<file path="src/rtl/ev_hash_sequencer_pkg.sv">
// Shared error-verification hasher constants and sequencer state type.
// Imported by the sequencer interface and RTL.
package ev_hash_sequencer_pkg;
  localparam int EV_W             = 64;
  localparam int EV_K             = 64;
  localparam int EV_HASHTAG_WIDTH = 64;
  // Random words needed to fill the hasher's two shift stages before hashing
  localparam int EV_PRELOAD_WORDS = (EV_K + EV_W) / EV_W;

  typedef enum logic [1:0] {
    S_IDLE,
    S_PRELOAD,
    S_HASH,
    S_CAPTURE
  } seq_state_e;
endpackage

</file>
<file path="src/rtl/ev_hash_sequencer_if.sv">
// Random-word and reconciled-key valid/ready streams feeding the hash sequencer.
// master = upstream word sources, slave = sequencer.
interface ev_hash_sequencer_if;
  import ev_hash_sequencer_pkg::*;

  logic [EV_W-1:0] rnd_data;
  logic            rnd_valid;
  logic            rnd_ready;
  logic [EV_W-1:0] key_data;
  logic            key_valid;
  logic            key_ready;

  modport master (
    output rnd_data, rnd_valid, key_data, key_valid,
    input  rnd_ready, key_ready
  );

  modport slave (
    input  rnd_data, rnd_valid, key_data, key_valid,
    output rnd_ready, key_ready
  );
endinterface

</file>
<file path="src/rtl/ev_hash_sequencer.sv">
// Feeds the Toeplitz hasher from the random/key streams for one run of N key words,
// then captures the final tag for its single valid cycle and compares it with the peer tag.
module ev_hash_sequencer
  import ev_hash_sequencer_pkg::*;
#(
  parameter int LEN_W = 16
) (
  input  logic                clk,
  input  logic                rst_n,
  input  logic                start,
  input  logic                abort,
  input  logic [LEN_W-1:0]    key_len_words,
  ev_hash_sequencer_if.slave  strm,
  output logic [EV_W-1:0]     hs_random_bit,
  output logic                hs_shift_en,
  output logic [EV_W-1:0]     hs_key_bit,
  output logic                hs_key_en,
  input  logic [EV_K-1:0]     hs_hash_tag,
  input  logic [EV_K-1:0]     peer_tag,
  output logic                busy,
  output logic [EV_K-1:0]     tag_out,
  output logic                tag_valid,
  output logic                match,
  output logic                len_err
);

  seq_state_e       state, state_nxt;
  logic [1:0]       pre_cnt;
  logic [LEN_W-1:0] idx;
  logic [LEN_W-1:0] n_len;
  logic             last;
  logic             kfire;
  logic             accept;
  logic             zero_req;
  logic             rnd_rdy;
  logic             key_rdy;

  assign last     = (idx == n_len - 1'b1);
  assign accept   = (state == S_IDLE) && start && !abort && (key_len_words != '0);
  assign zero_req = (state == S_IDLE) && start && !abort && (key_len_words == '0);
  assign busy     = (state != S_IDLE);

  assign strm.rnd_ready = rnd_rdy;
  assign strm.key_ready = key_rdy;

  always_ff @(posedge clk or negedge rst_n) begin
    if (!rst_n) state <= S_IDLE;
    else        state <= state_nxt;
  end

  always_comb begin
    state_nxt     = state;
    rnd_rdy       = 1'b0;
    key_rdy       = 1'b0;
    hs_shift_en   = 1'b0;
    hs_key_en     = 1'b0;
    hs_random_bit = '0;
    hs_key_bit    = '0;
    kfire         = 1'b0;
    case (state)
      S_IDLE: begin
        if (accept) state_nxt = S_PRELOAD;
      end
      S_PRELOAD: begin
        hs_random_bit = strm.rnd_data;
        if (!abort) begin
          rnd_rdy     = 1'b1;
          hs_shift_en = strm.rnd_valid;
          if (strm.rnd_valid && (pre_cnt == 2'(EV_PRELOAD_WORDS - 1))) state_nxt = S_HASH;
        end
      end
      S_HASH: begin
        hs_random_bit = strm.rnd_data;
        if (!abort) begin
          // key_en stays up through stalls; a zeroed key word leaves the MAC sums intact
          hs_key_en   = 1'b1;
          kfire       = strm.key_valid && (last || strm.rnd_valid);
          key_rdy     = kfire;
          rnd_rdy     = kfire && !last;
          hs_shift_en = kfire && !last;
          hs_key_bit  = kfire ? strm.key_data : '0;
          if (kfire && last) state_nxt = S_CAPTURE;
        end
      end
      S_CAPTURE: begin
        state_nxt = S_IDLE;
      end
      default: begin
        state_nxt = S_IDLE;
      end
    endcase
    if (abort) state_nxt = S_IDLE;
  end

  always_ff @(posedge clk or negedge rst_n) begin
    if (!rst_n) begin
      pre_cnt   <= '0;
      idx       <= '0;
      n_len     <= '0;
      tag_out   <= '0;
      tag_valid <= 1'b0;
      match     <= 1'b0;
      len_err   <= 1'b0;
    end else begin
      tag_valid <= 1'b0;
      len_err   <= zero_req;
      if (accept) begin
        n_len   <= key_len_words;
        pre_cnt <= '0;
        idx     <= '0;
      end
      if (state == S_PRELOAD && hs_shift_en) pre_cnt <= pre_cnt + 2'd1;
      if (kfire) idx <= idx + 1'b1;
      // The hasher clears its tag on this edge, so this is the only chance to grab it
      if (state == S_CAPTURE && !abort) begin
        tag_out   <= hs_hash_tag;
        match     <= (hs_hash_tag == peer_tag);
        tag_valid <= 1'b1;
      end
    end
  end

endmodule
</file>
<file path="src/flat_wrapper.sv">
// flat-port wrapper written by rule: the top's interface ports become plain ports
module ev_hash_sequencer_flat import ev_hash_sequencer_pkg::*;
#(
  parameter int LEN_W = 16
)
  (clk, rst_n, start, abort, key_len_words, hs_random_bit, hs_shift_en, hs_key_bit, hs_key_en, hs_hash_tag, peer_tag, busy, tag_out, tag_valid, match, len_err, strm_rnd_data, strm_rnd_valid, strm_key_data, strm_key_valid, strm_rnd_ready, strm_key_ready);
  ev_hash_sequencer_if strm_i ();
  input  logic clk;
  input  logic rst_n;
  input  logic start;
  input  logic abort;
  input  logic [LEN_W-1:0] key_len_words;
  output logic [EV_W-1:0] hs_random_bit;
  output logic hs_shift_en;
  output logic [EV_W-1:0] hs_key_bit;
  output logic hs_key_en;
  input  logic [EV_K-1:0] hs_hash_tag;
  input  logic [EV_K-1:0] peer_tag;
  output logic busy;
  output logic [EV_K-1:0] tag_out;
  output logic tag_valid;
  output logic match;
  output logic len_err;
  input wire logic [$bits(strm_i.rnd_data)-1:0] strm_rnd_data;
  input wire logic [$bits(strm_i.rnd_valid)-1:0] strm_rnd_valid;
  input wire logic [$bits(strm_i.key_data)-1:0] strm_key_data;
  input wire logic [$bits(strm_i.key_valid)-1:0] strm_key_valid;
  output wire logic [$bits(strm_i.rnd_ready)-1:0] strm_rnd_ready;
  output wire logic [$bits(strm_i.key_ready)-1:0] strm_key_ready;
  assign strm_i.rnd_data = strm_rnd_data;
  assign strm_i.rnd_valid = strm_rnd_valid;
  assign strm_i.key_data = strm_key_data;
  assign strm_i.key_valid = strm_key_valid;
  assign strm_rnd_ready = strm_i.rnd_ready;
  assign strm_key_ready = strm_i.key_ready;
  ev_hash_sequencer #(.LEN_W(LEN_W)) u_core (.clk(clk), .rst_n(rst_n), .start(start), .abort(abort), .key_len_words(key_len_words), .strm(strm_i), .hs_random_bit(hs_random_bit), .hs_shift_en(hs_shift_en), .hs_key_bit(hs_key_bit), .hs_key_en(hs_key_en), .hs_hash_tag(hs_hash_tag), .peer_tag(peer_tag), .busy(busy), .tag_out(tag_out), .tag_valid(tag_valid), .match(match), .len_err(len_err));
endmodule
</file>
<file path="config.mk">
export PLATFORM = sky130hd
export DESIGN_NAME = ev_hash_sequencer_flat
export DESIGN_NICKNAME = d
export VERILOG_FILES = /design/src/rtl/ev_hash_sequencer_pkg.sv /design/src/rtl/ev_hash_sequencer_if.sv /design/src/rtl/ev_hash_sequencer.sv /design/src/flat_wrapper.sv
export SDC_FILE = /design/constraint.sdc
export NUM_CORES = 1
export LEC_CHECK = 0
export CAP_MARGIN = 10
export CORE_AREA = 2 2 188 190
export CTS_CLUSTER_SIZE = 24
export DETAILED_ROUTE_END_ITERATION = 7
export DIE_AREA = 0 0 190 192
export GPL_ROUTABILITY_DRIVEN = 0
export REMOVE_ABC_BUFFERS = 1
export SYNTH_ARGS = -nofsm -noshare
export SYNTH_HDL_FRONTEND = slang
export SYNTH_SLANG_ARGS = --single-unit
</file>
<file path="constraint.sdc">
create_clock -name clk -period 4.1 [get_ports clk]
set_input_delay 0.82 -clock clk [delete_from_list [all_inputs] [get_ports clk]]
set_output_delay 0.82 -clock clk [all_outputs]
set_load 0.005 [all_outputs]
</file>
==> results.toml <==
[run_status]
outcome = "complete, but fails checks"
failed_checks = "negative setup slack"

[yosys]
mappedNetlistArea_um2 = 6620
synth_seq_cells = 103
postSynthAreaPerCell_um2 = 8.43
postSynthCellCount = 785
synthTopCellsByArea = "dfrtp_1, nand2_1, and3_1"
async_reset_ff_frac = 1.00
yosysUniqueCellTypes = 58
synth-edff-count = 0
synthDominantCellAreaShare = 0.389
synth_ff_type = "dfrtp_1"
top_cell_type_by_total_area_after_synthesis = "dfrtp_1"
synth_warnings = 0
seq_area_frac_synth = 0.389

[floorplan]
y_dimension_of_the_die_um = 192
std_cell_rows = 68
ios = 478
die-width_um = 190
floorplan.initialDensity = 0.193
core_um2 = 34300
die_area_um2 = 36500

[critical_path]
crit-reg2reg-capture = "u_core.idx[13]"
crit_fanout = 66
worst_setup_path_end_kind = "primary output"
worstPathRequired_ns = 3.28
critical-path-slowest-cell = "clkdlybuf4s50_1"
start_kind = "flip-flop"
path_depth_of_the_worst_reg2reg_path = 12
reg2reg_setup_slack_ns = 0.78
r2r_start = "u_core.n_len[1]"
worst-path-buf-inv = 3
type_of_the_setup_path_with_the_least_slack = "reg2out"
critPathTopFamily = "buffers and inverters"
worst_ep_arrival_time_ns = 3.39
worstPathCellList = "inv_2 > ha_4 > or4b_4 > o21a_1 > a211oi_2 > nand3_2 > o41ai_4 > buf_12 > and3_1 > clkdlybuf4s50_1"
cp_slowest_stage_delay_ns = 0.50

[timing]
report.final.slew_viol_count = 0
timing.clock.skew_ns = 0.0124
worst_pin_slew_ns = 0.853
finalCriticalPeriod_ns = 4.21
final.setup.tns_ns = -5.57
post-route-worst-setup-slack_ns = -0.108
setup_viol_count_final = 64
timing.hold.ws_ns = 0.476
max_freq_mhz = 238
final_min_period_over_clock_period = 1.03
grt_setup_unrepaired = "yes"
hold_viol_final = 0
max_transition_margin = 0.432

[grt]
grt_overflow_total = 0
groute.usage.overall = 0.141
vias_in_the_first_global_route = 7338
grt_start_max_net_pins = 81
initial_antenna_violation_count = 0
grt_first_pass_wirelength_mm = 40.5

[route]
wirelength_met1_mm = 11.3
drt_pass1_iterations = 4
met2WireLength_mm = 12.7
drt_iter0_markers = 302
met3WireLength_mm = 2.36
route.top_layer_used = "met4"
antenna_left = 0
overall_routed_net_length_mm = 26.8
detail_route.drc_violations = 0
dr_total_vias = 7341
drt-vias-per-instance = 4.30
post_drt_wl_per_cell_um = 15.7

[clock_network]
path_clk_slew_ns = 0.08
insertion_delay_ns = 0.36
clockRootBuffer = "clkbuf_16"
cts-htree-levels = 3
cts_tree = "done"
numCtsBuffers = 9
clockBufferDepth = 2
cts_hold_buf = 0
numClockSinks = 103

[place]
placed_cells_incl_taps = 1686
hpwl_detailed_mm = 21.4
pre_cts_slack_ns = 0.0862
numPortBuffers = 477

[cells_and_area]
stdcell_count = 1707
post_route_cells_drive_above_1_share = 0.0639
final_nets = 1532
diodes = 0
flow.area_growth_from_synthesis_pct = 86.5
utilization_after_layout = 0.360

[hold_path]
timing.hold.worst.class = "reg2reg"
hold_depth = 2
holdPathEnd = "u_core.tag_out[5]"
min_from = "u_core.tag_out[5]"

[power_and_ir_drop]
cellLeakagePower_nw = 5.41
netSwitchingFraction = 0.330
share_comb_of_total_power = 0.495
power_frac_clock = 0.194
power_frac_seq = 0.311
p_per_area_nw_per_um2 = 413
switchingPower_w = 0.00168
cell_internal_power_dissipation_w = 0.00341
ir_drop_worst_case_vdd_mv = 0.223

[flow_run]
cap_violations = 0
[worst min-delay path, cell delays in order, from the launching register on]
cell     delay, ns
dfrtp_1       0.34
nand2_1       0.05
nand2_1       0.05
[routing by layer]
metal | vias to the layer above | global-route usage
met5 | - | 0
met4 | 0 | 0.0456
met3 | 23 | 0.0444
met2 | 327 | 0.239
met1 | 3396 | 0.168
li1 | 3595 | -
[cells in the mapped netlist, drive strengths merged (4+ instances only)]
| master | n |
|---|---|
| dfrtp | 103 |
| nor2b | 10 |
| a22o | 4 |
| and3 | 74 |
| and4b | 5 |
| xor2 | 29 |
| mux2 | 17 |
| nand2 | 188 |
| inv | 31 |
| ha | 7 |
| nand3 | 14 |
| buf | 15 |
| or2 | 5 |
| xnor2 | 34 |
| o22ai | 8 |
| nand4 | 16 |
| clkbuf | 33 |
| nor4 | 19 |
| a221o | 15 |
| and2 | 73 |
| nor2 | 15 |
| o21ai | 20 |
| nor3 | 10 |
[power by group through the flow]
| stage | combinational [W] | clock, W | sequential [W] |
|---|---|---|---|
| after floorplan | 0.000931 | 0 | 0.00156 |
| after global placement | 0.00245 | 0 | 0.00159 |
| final | 0.00252 | 0.000986 | 0.00158 |
| after CTS | 0.00254 | 0.00104 | 0.00158 |
| after detailed placement | 0.00245 | 0 | 0.00160 |
| after global routing | 0.00276 | 0.00108 | 0.00163 |
[cells in the final DEF (no fill, tap or decap), drive strengths merged, types with 2 or more instances in the layout]
cell type | netlist | layout
o31ai | 2 | 2
inv | 31 | 34
bufinv | 0 | 2
xnor2 | 34 | 34
a21oi | 2 | 2
a221o | 15 | 15
nand4b | 2 | 2
o22ai | 8 | 8
mux2i | 3 | 3
or2 | 5 | 5
o41ai | 3 | 3
nand4 | 16 | 16
nand3 | 14 | 14
and2 | 73 | 73
a22o | 4 | 4
a221oi | 2 | 2
buf | 15 | 23
ha | 7 | 7
and4b | 5 | 5
xor2 | 29 | 29
o21ai | 20 | 20
nand2b | 3 | 3
nor2b | 10 | 10
nor2 | 15 | 15
and3 | 74 | 74
dfrtp | 103 | 103
a21boi | 2 | 2
nor3b | 2 | 2
mux2 | 17 | 17
clkbuf | 33 | 11
nor4 | 19 | 19
nor3 | 10 | 10
nand2 | 188 | 188
o2bb2ai | 2 | 2
o21a | 3 | 3
clkdlybuf4s50 | 0 | 473
[registers in the layout (all words and copies together), names as in the netlist]
register	flops
u_core.pre_cnt	2
u_core.state	2
u_core.idx	16
u_core.len_err	1
u_core.match	1
u_core.tag_valid	1
u_core.tag_out	64
u_core.n_len	16
[per-stage QoR]
step / total power [W] / instance area, um2
3_3_place_gp: 0.00404 / 11900
2_1_floorplan: 0.00249 / 6400
3_5_place_dp: 0.00406 / 11900
6_report: 0.00509 / 12300
4_1_cts: 0.00515 / 12300
5_1_grt: 0.00547 / 12300
[worst max path at each step]
| stage | end | startpoint | cells after the start | slack [ns] |
|---|---|---|---|---|
| after floorplan | strm_key_ready | u_core.n_len[0] | 8 | -0.34 |
| after global placement | hs_shift_en | u_core.n_len[0] | 10 | 0.1 |
| after detailed placement | strm_rnd_ready | u_core.n_len[0] | 10 | 0.09 |
| after CTS | hs_key_bit[32] | u_core.n_len[1] | 10 | -0.12 |
| after global routing | strm_key_ready | u_core.n_len[1] | 10 | -0.26 |
| final | hs_key_bit[31] | u_core.n_len[1] | 10 | -0.11 |
[cells by family after synthesis]
group | after synthesis | synth area share
AO/OA/AOI/OAI | 71 | 0.0839
multiplexers | 20 | 0.0335
buffers and inverters | 79 | 0.0503
XOR/XNOR | 63 | 0.0834
flip-flops | 103 | 0.389
AND/OR/NAND/NOR | 442 | 0.346
adder cells (fa/ha/maj) | 7 | 0.0132
[layout make-up]
type	count	area [um2]
clock buffers	10	239
well taps	455	569
multi-input cells	603	3770
fillers	3482	21900
flip-flops and latches	103	2580
clock inverters	6	97.6
inverters	31	116
repair buffers	499	4970
[timing repair]
action | in CTS | in global routing
endpoints found under the setup margin | 67 | 67
setup buffers | 4 | 1
resized for setup | 10 | 8
pin swaps | 1 | 1
endpoints found under the hold margin | 0 | 0
Power figures use the tool's default switching activity.
